<file path="config.mk">
export PLATFORM = sky130hd
export DESIGN_NAME = z80_wait_gen
export DESIGN_NICKNAME = d
export VERILOG_FILES = /design/src/rtl/z80_wait_gen.sv
export SDC_FILE = /design/constraint.sdc
export NUM_CORES = 1
export LEC_CHECK = 0
export ABC_CLOCK_PERIOD_IN_PS = 1950
export BUFFER_PORTS_ARGS = -buffer_cell sky130_fd_sc_hd__buf_4
export CAP_MARGIN = 20
export CORE_ASPECT_RATIO = 0.75
export CORE_UTILIZATION = 45
export CTS_BUF_LIST = sky130_fd_sc_hd__clkbuf_16
export CTS_CLUSTER_DIAMETER = 120
export DETAILED_ROUTE_END_ITERATION = 7
export PLACE_DENSITY_LB_ADDON = 0.2
export SETUP_SLACK_MARGIN = 0.5
export SYNTH_ARGS = -nofsm -noshare
export SYNTH_HDL_FRONTEND = slang
export SYNTH_SLANG_ARGS = --single-unit
</file>
<file path="constraint.sdc">
create_clock -name clk -period 1.95 [get_ports clk]
set_input_delay 0.0975 -clock clk [delete_from_list [all_inputs] [get_ports clk]]
set_output_delay 0.0975 -clock clk [all_outputs]
set_load 0.02 [all_outputs]
</file>
<file path="src/rtl/z80_wait_gen.sv">
// ---------------------------------------------------------------------------
// z80_wait_gen
//
// Purpose:
//   WAIT-state generator for a Z80 bus. Each CPU bus cycle is classified as
//   an interrupt acknowledge, an I/O access or a memory access. ROM and RAM
//   are told apart by address. The cycle is then stretched by a per-class
//   number of wait ticks by pulling wait_n low. The number of wait ticks
//   inserted since reset is counted in a saturating 16-bit counter.
//
// Optional feature:
//   Define Z80_WAIT_GEN_EXTWAIT_EN to add the input ext_wait_n. It is ANDed
//   combinationally into wait_n so that an external agent can also stretch
//   cycles. It has no effect on the FSM or on wait_total.
//
// Ports:
//   clk         master clock; all state changes on its rising edge
//   reset       synchronous, active-high reset
//   cen         CPU clock enable; the FSM and counters advance only when high
//   mreq_n      memory request strobe (active low)
//   iorq_n      I/O request strobe (active low)
//   rd_n        read strobe (active low)
//   wr_n        write strobe (active low)
//   m1_n        opcode fetch / interrupt acknowledge marker (active low)
//   rfsh_n      refresh marker (active low)
//   busak_n     bus acknowledge (active low); while low, the block is idle
//   A[15:0]     CPU address bus
//   ext_wait_n  external WAIT request (only with Z80_WAIT_GEN_EXTWAIT_EN)
//   wait_n      WAIT to the CPU; low stretches the current cycle
//   busy        high whenever the FSM is not IDLE
//   wait_total  saturating count of wait ticks inserted since reset
// ---------------------------------------------------------------------------
module z80_wait_gen #(
  parameter logic [15:0] ROM_TOP   = 16'h3FFF,
  parameter logic [3:0]  ROM_WAIT  = 4'd1,
  parameter logic [3:0]  RAM_WAIT  = 4'd0,
  parameter logic [3:0]  IO_WAIT   = 4'd1,
  parameter logic [3:0]  INTA_WAIT = 4'd2
) (
  input  logic        clk,
  input  logic        reset,
  input  logic        cen,
  input  logic        mreq_n,
  input  logic        iorq_n,
  input  logic        rd_n,
  input  logic        wr_n,
  input  logic        m1_n,
  input  logic        rfsh_n,
  input  logic        busak_n,
  input  logic [15:0] A,
`ifdef Z80_WAIT_GEN_EXTWAIT_EN
  input  logic        ext_wait_n,
`endif
  output logic        wait_n,
  output logic        busy,
  output logic [15:0] wait_total
);

  typedef enum logic [1:0] {
    IDLE  = 2'd0,
    STALL = 2'd1,
    HOLD  = 2'd2
  } state_t;

  state_t      r_state;
  state_t      w_state_nxt;
  logic [3:0]  r_cnt;
  logic [3:0]  w_cnt_nxt;
  logic        r_wait_n;
  logic        w_wait_n_nxt;
  logic [15:0] r_total;
  logic [15:0] w_total_nxt;

  logic        w_rw;
  logic        w_inta;
  logic        w_io;
  logic        w_mem;
  logic        w_is_rom;
  logic        w_start;
  logic        w_bus_idle;
  logic [3:0]  w_n;

  // Saturating increment: the total sticks at all-ones instead of wrapping.
  function automatic logic [15:0] sat_inc(input logic [15:0] v);
    return (v == 16'hFFFF) ? v : (v + 16'd1);
  endfunction

  // Cycle classification. A memory access is only recognised while iorq_n
  // is high, so a cycle with both requests low is never counted as memory.
  // Refresh cycles (rfsh_n low) never start a stretch.
  assign w_rw       = ~rd_n | ~wr_n;
  assign w_inta     = ~iorq_n & ~m1_n;
  assign w_io       = ~iorq_n &  m1_n & w_rw;
  assign w_mem      = ~mreq_n &  iorq_n & rfsh_n & w_rw;
  assign w_is_rom   = (A <= ROM_TOP);
  assign w_start    = w_inta | w_io | w_mem;
  assign w_bus_idle = mreq_n & iorq_n & rd_n & wr_n;

  always_comb begin
    w_n = RAM_WAIT;
    if (w_inta) begin
      w_n = INTA_WAIT;
    end else if (w_io) begin
      w_n = IO_WAIT;
    end else if (w_is_rom) begin
      w_n = ROM_WAIT;
    end
  end

  always_comb begin
    w_state_nxt  = r_state;
    w_cnt_nxt    = r_cnt;
    w_wait_n_nxt = r_wait_n;
    w_total_nxt  = r_total;

    if (!busak_n) begin
      // The bus has been granted away: drop any stretch immediately,
      // whether or not this is a CPU tick.
      w_state_nxt  = IDLE;
      w_cnt_nxt    = 4'd0;
      w_wait_n_nxt = 1'b1;
    end else if (cen) begin
      case (r_state)
        IDLE: begin
          if (w_start) begin
            if (w_n != 4'd0) begin
              // WAIT is asserted on the same edge that the cycle is seen.
              w_cnt_nxt    = w_n;
              w_wait_n_nxt = 1'b0;
              w_state_nxt  = STALL;
            end else begin
              w_state_nxt  = HOLD;
            end
          end
        end

        STALL: begin
          if (w_bus_idle) begin
            // CPU abandoned the cycle; release WAIT without counting a tick.
            w_cnt_nxt    = 4'd0;
            w_wait_n_nxt = 1'b1;
            w_state_nxt  = IDLE;
          end else begin
            w_cnt_nxt   = r_cnt - 4'd1;
            w_total_nxt = sat_inc(r_total);
            if (r_cnt <= 4'd1) begin
              w_cnt_nxt    = 4'd0;
              w_wait_n_nxt = 1'b1;
              w_state_nxt  = HOLD;
            end
          end
        end

        HOLD: begin
          // Wait for the strobes to release so one bus cycle is only
          // stretched once.
          if (w_bus_idle) begin
            w_state_nxt = IDLE;
          end
        end

        default: begin
          w_state_nxt  = IDLE;
          w_cnt_nxt    = 4'd0;
          w_wait_n_nxt = 1'b1;
        end
      endcase
    end
  end

  always_ff @(posedge clk) begin
    if (reset) begin
      r_state  <= IDLE;
      r_cnt    <= 4'd0;
      r_wait_n <= 1'b1;
      r_total  <= 16'd0;
    end else begin
      r_state  <= w_state_nxt;
      r_cnt    <= w_cnt_nxt;
      r_wait_n <= w_wait_n_nxt;
      r_total  <= w_total_nxt;
    end
  end

`ifdef Z80_WAIT_GEN_EXTWAIT_EN
  assign wait_n = r_wait_n & ext_wait_n;
`else
  assign wait_n = r_wait_n;
`endif

  assign busy       = (r_state != IDLE);
  assign wait_total = r_total;

endmodule

</file>
==> results.yml <==
clock_network:
  ctsLongestPathBuffers: 2
  hold_buffers: 0
  htree_levels: 1
  numCtsBuffers: 3
  worst_skew_pair.late_latency_ns: 0.25
  cts_tree: "built"
  clk_pin_slew_ns: 0.06
  clockRootBuffer: "clkbuf_16"
  cts_num_sinks: 23
route:
  first_pass_iters: 4
  vias_per_cell: 5.91
  drc_errors: 0
  wirelength_mm: 3.97
  drt_first_iter_violations: 89
  wl_per_cell_um: 16.3
  final_antenna_net_count: 0
  vias: 1437
sta:
  finalSetupTns_ns: 0
  clock_skew_ns: 0.00282
  rsz0062_at_grt: "true"
  fmax_mhz: 662
  hold_violations: 0
  relSlewSlack_pct: 66.1
  worst_pin_slew_ns: 0.507
  finalCritPeriodShare_pct: 77.4
  drv_slew: 0
  post-route-min-period_ns: 1.51
  setup_violations: 0
yosys:
  synth_cell_types: 41
  syn-cell-area_mm2: 0.00135
  ys_seq_elements: 23
  synthMostInstantiatedCell: "nor2_1"
  syn_nets: 187
  yosys-top-cells-area: "dfxtp_1 (34%), xnor2_1 (8.4%), nor2_1 (6.7%)"
  ys_warn_count: 0
  avgSynthCellArea_um2: 8.54
  synthCells: 158
  synthArstFlopShare_pct: 0
  synth-main-ff-cell: "dfxtp_1"
  synth_top_cell_area_share_pct: 34.1
  synth_seq_area_share_pct: 34.1
  synth_top_area_cell: "dfxtp_1"
  synth_edf_count: 0
  netlist_top_cells_count: "nor2_1 (24), dfxtp_1 (23), xnor2_1 (13)"
floorplan:
  die-area_mm2: 0.00322
  rows: 16
  core_area_mm2: 0.00272
  die_h_um: 49.4
  ios: 44
  die-width_um: 65.2
  start_util_pct: 49.5
global_route:
  overflow: 0
  grt_pass1_wl_mm: 6.11
  track_usage_pct: 25.0
  grt_pass1_vias: 1329
  grt_antenna_before_repair: 0
  grt_max_degree: 19
power_and_ir_drop:
  clockPowerShare_pct: 42.5
  swShare_pct: 23.0
  p_int_w: 0.000791
  ir_drop_mv: 0.532
  seqPwrFrac_pct: 45.3
  leakage_nw: 0.770
  powerDensity_mw_per_mm2: 485
  switchingPower_w: 0.000237
  power_frac_comb_pct: 12.2
layout:
  fill_cells: 183
  layout.nets: 237
  drive_gt1_share_pct: 53.1
  final_area_mm2: 0.00212
  area_delta_synth_final_pct: 57.0
  instances_no_fill: 243
  diodes: 0
worst_setup_path:
  cp_data_required_time_ns: 2.10
  arrival_ns: 1.66
  cp_max_fo: 4
  critical_path_class: "flip-flop to flip-flop"
  start_kind: "flip-flop"
  endpoint_kind: "flip-flop"
worst_hold_path:
  hp-class: "input port to flip-flop"
placement:
  hpwlAfterDp_mm: 2.57
  dp_cells: 221
  io_buffer_count: 29
  placed_cell_area_mm2: 0.00173
  place_congestion: 0.847
status:
  status: "finished, final reports clean"
run:
  cap_violations: 0
-- final timing paths --
kind | startpoint | to | slack, ns | depth (start not counted)
max reg2reg | r_cnt[0] | r_cnt[3] | 0.44 | 7
min | reset | wait_total[3] | 0.14 | 2
max | r_cnt[0] | r_cnt[3] | 0.44 | 7
min reg2reg | wait_n | wait_n | 0.51 | 2
-- layout make-up --
class / instances / area (um^2) / area share [%]
Clock buffer: 3 / 75.1 / 3.55
Clock inverter: 1 / 3.75 / 0.177
Inverter: 8 / 35.0 / 1.65
Multi-Input combinational cell: 124 / 1070 / 50.5
Sequential cell: 23 / 508 / 24.0
Tap cell: 36 / 45.0 / 2.13
Timing Repair Buffer: 48 / 380 / 18.0
-- logic make-up after synthesis --
group           after synthesis  synth area share, %
compound gates               27                 13.8
xor+xnor                     13                 8.44
fa+ha+maj                     3                 2.78
buf+inv                      11                 3.62
flops                        23                 34.1
mux                           2                 1.48
simple gates                 79                 35.7
-- flip-flops by register name (all words and copies together) (netlist names) --
signal	cells
r_cnt	4
r_state	2
wait_n	1
wait_total	16
-- stage by stage --
step,hold WS [ns],utilization [%],setup WS [ns],power (W)
finish,0.137,77.8,0.441,0.00103
global route,0.162,77.8,0.381,0.00107
CTS,0.152,71.7,0.405,0.00102
detailed placement,0.419,63.4,0.280,0.000575
global placement,0.406,63.4,0.368,0.000571
floorplan,0.253,-,0.468,0.000536
-- power by group through the flow --
stage	Combinational, W	Clock [W]	Sequential [W]
floorplan	0.0000601	0	0.000476
detailed placement	0.0000996	0	0.000476
global route	0.000132	0.000471	0.000466
global placement	0.0000956	0	0.000476
CTS	0.000107	0.000450	0.000464
finish	0.000125	0.000437	0.000466
-- cell usage in the layout, fill, tap and decap left out, types with 2 or more instances in the layout --
| cell | n |
|---|---|
| ha_4 | 3 |
| nor2b_1 | 3 |
| o21ai_0 | 3 |
| xnor2_1 | 13 |
| dfxtp_4 | 10 |
| nand4_4 | 3 |
| a211oi_2 | 5 |
| a21oi_1 | 2 |
| buf_4 | 45 |
| nand2b_1 | 3 |
| clkbuf_16 | 3 |
| nor4_4 | 5 |
| o21ai_1 | 2 |
| a21oi_2 | 2 |
| nand3_1 | 8 |
| and2_1 | 2 |
| inv_4 | 2 |
| mux2i_1 | 2 |
| nand4_1 | 2 |
| buf_6 | 2 |
| nand2_1 | 7 |
| dfxtp_1 | 5 |
| nor2_4 | 2 |
| or2_4 | 3 |
| dfxtp_2 | 8 |
| and3_1 | 2 |
| inv_1 | 6 |
| nor2_1 | 21 |
| nor3_1 | 6 |
-- repair_timing --
action                     CTS  global route
setup buffers                9             9
setup endpoints to repair   22            23
gates resized for setup     14            21
pin swaps                   10            18
-- critical path, cell delays in order, from the launching register on --
cell	delay (ns)
dfxtp_4	0.37
inv_4	0.07
ha_4	0.14
nor2_4	0.04
o311ai_4	0.30
buf_4	0.18
nor3_1	0.04
a211o_1	0.26
-- per-layer routing --
metal,routed length [um],global-route usage [%],vias up
li1,-,-,671
met1,1680,33.3,681
met2,1930,40.5,70
met3,277,5.61,15
met4,78,6.16,0
met5,0,0,-
Power figures use the tool's default switching activity.
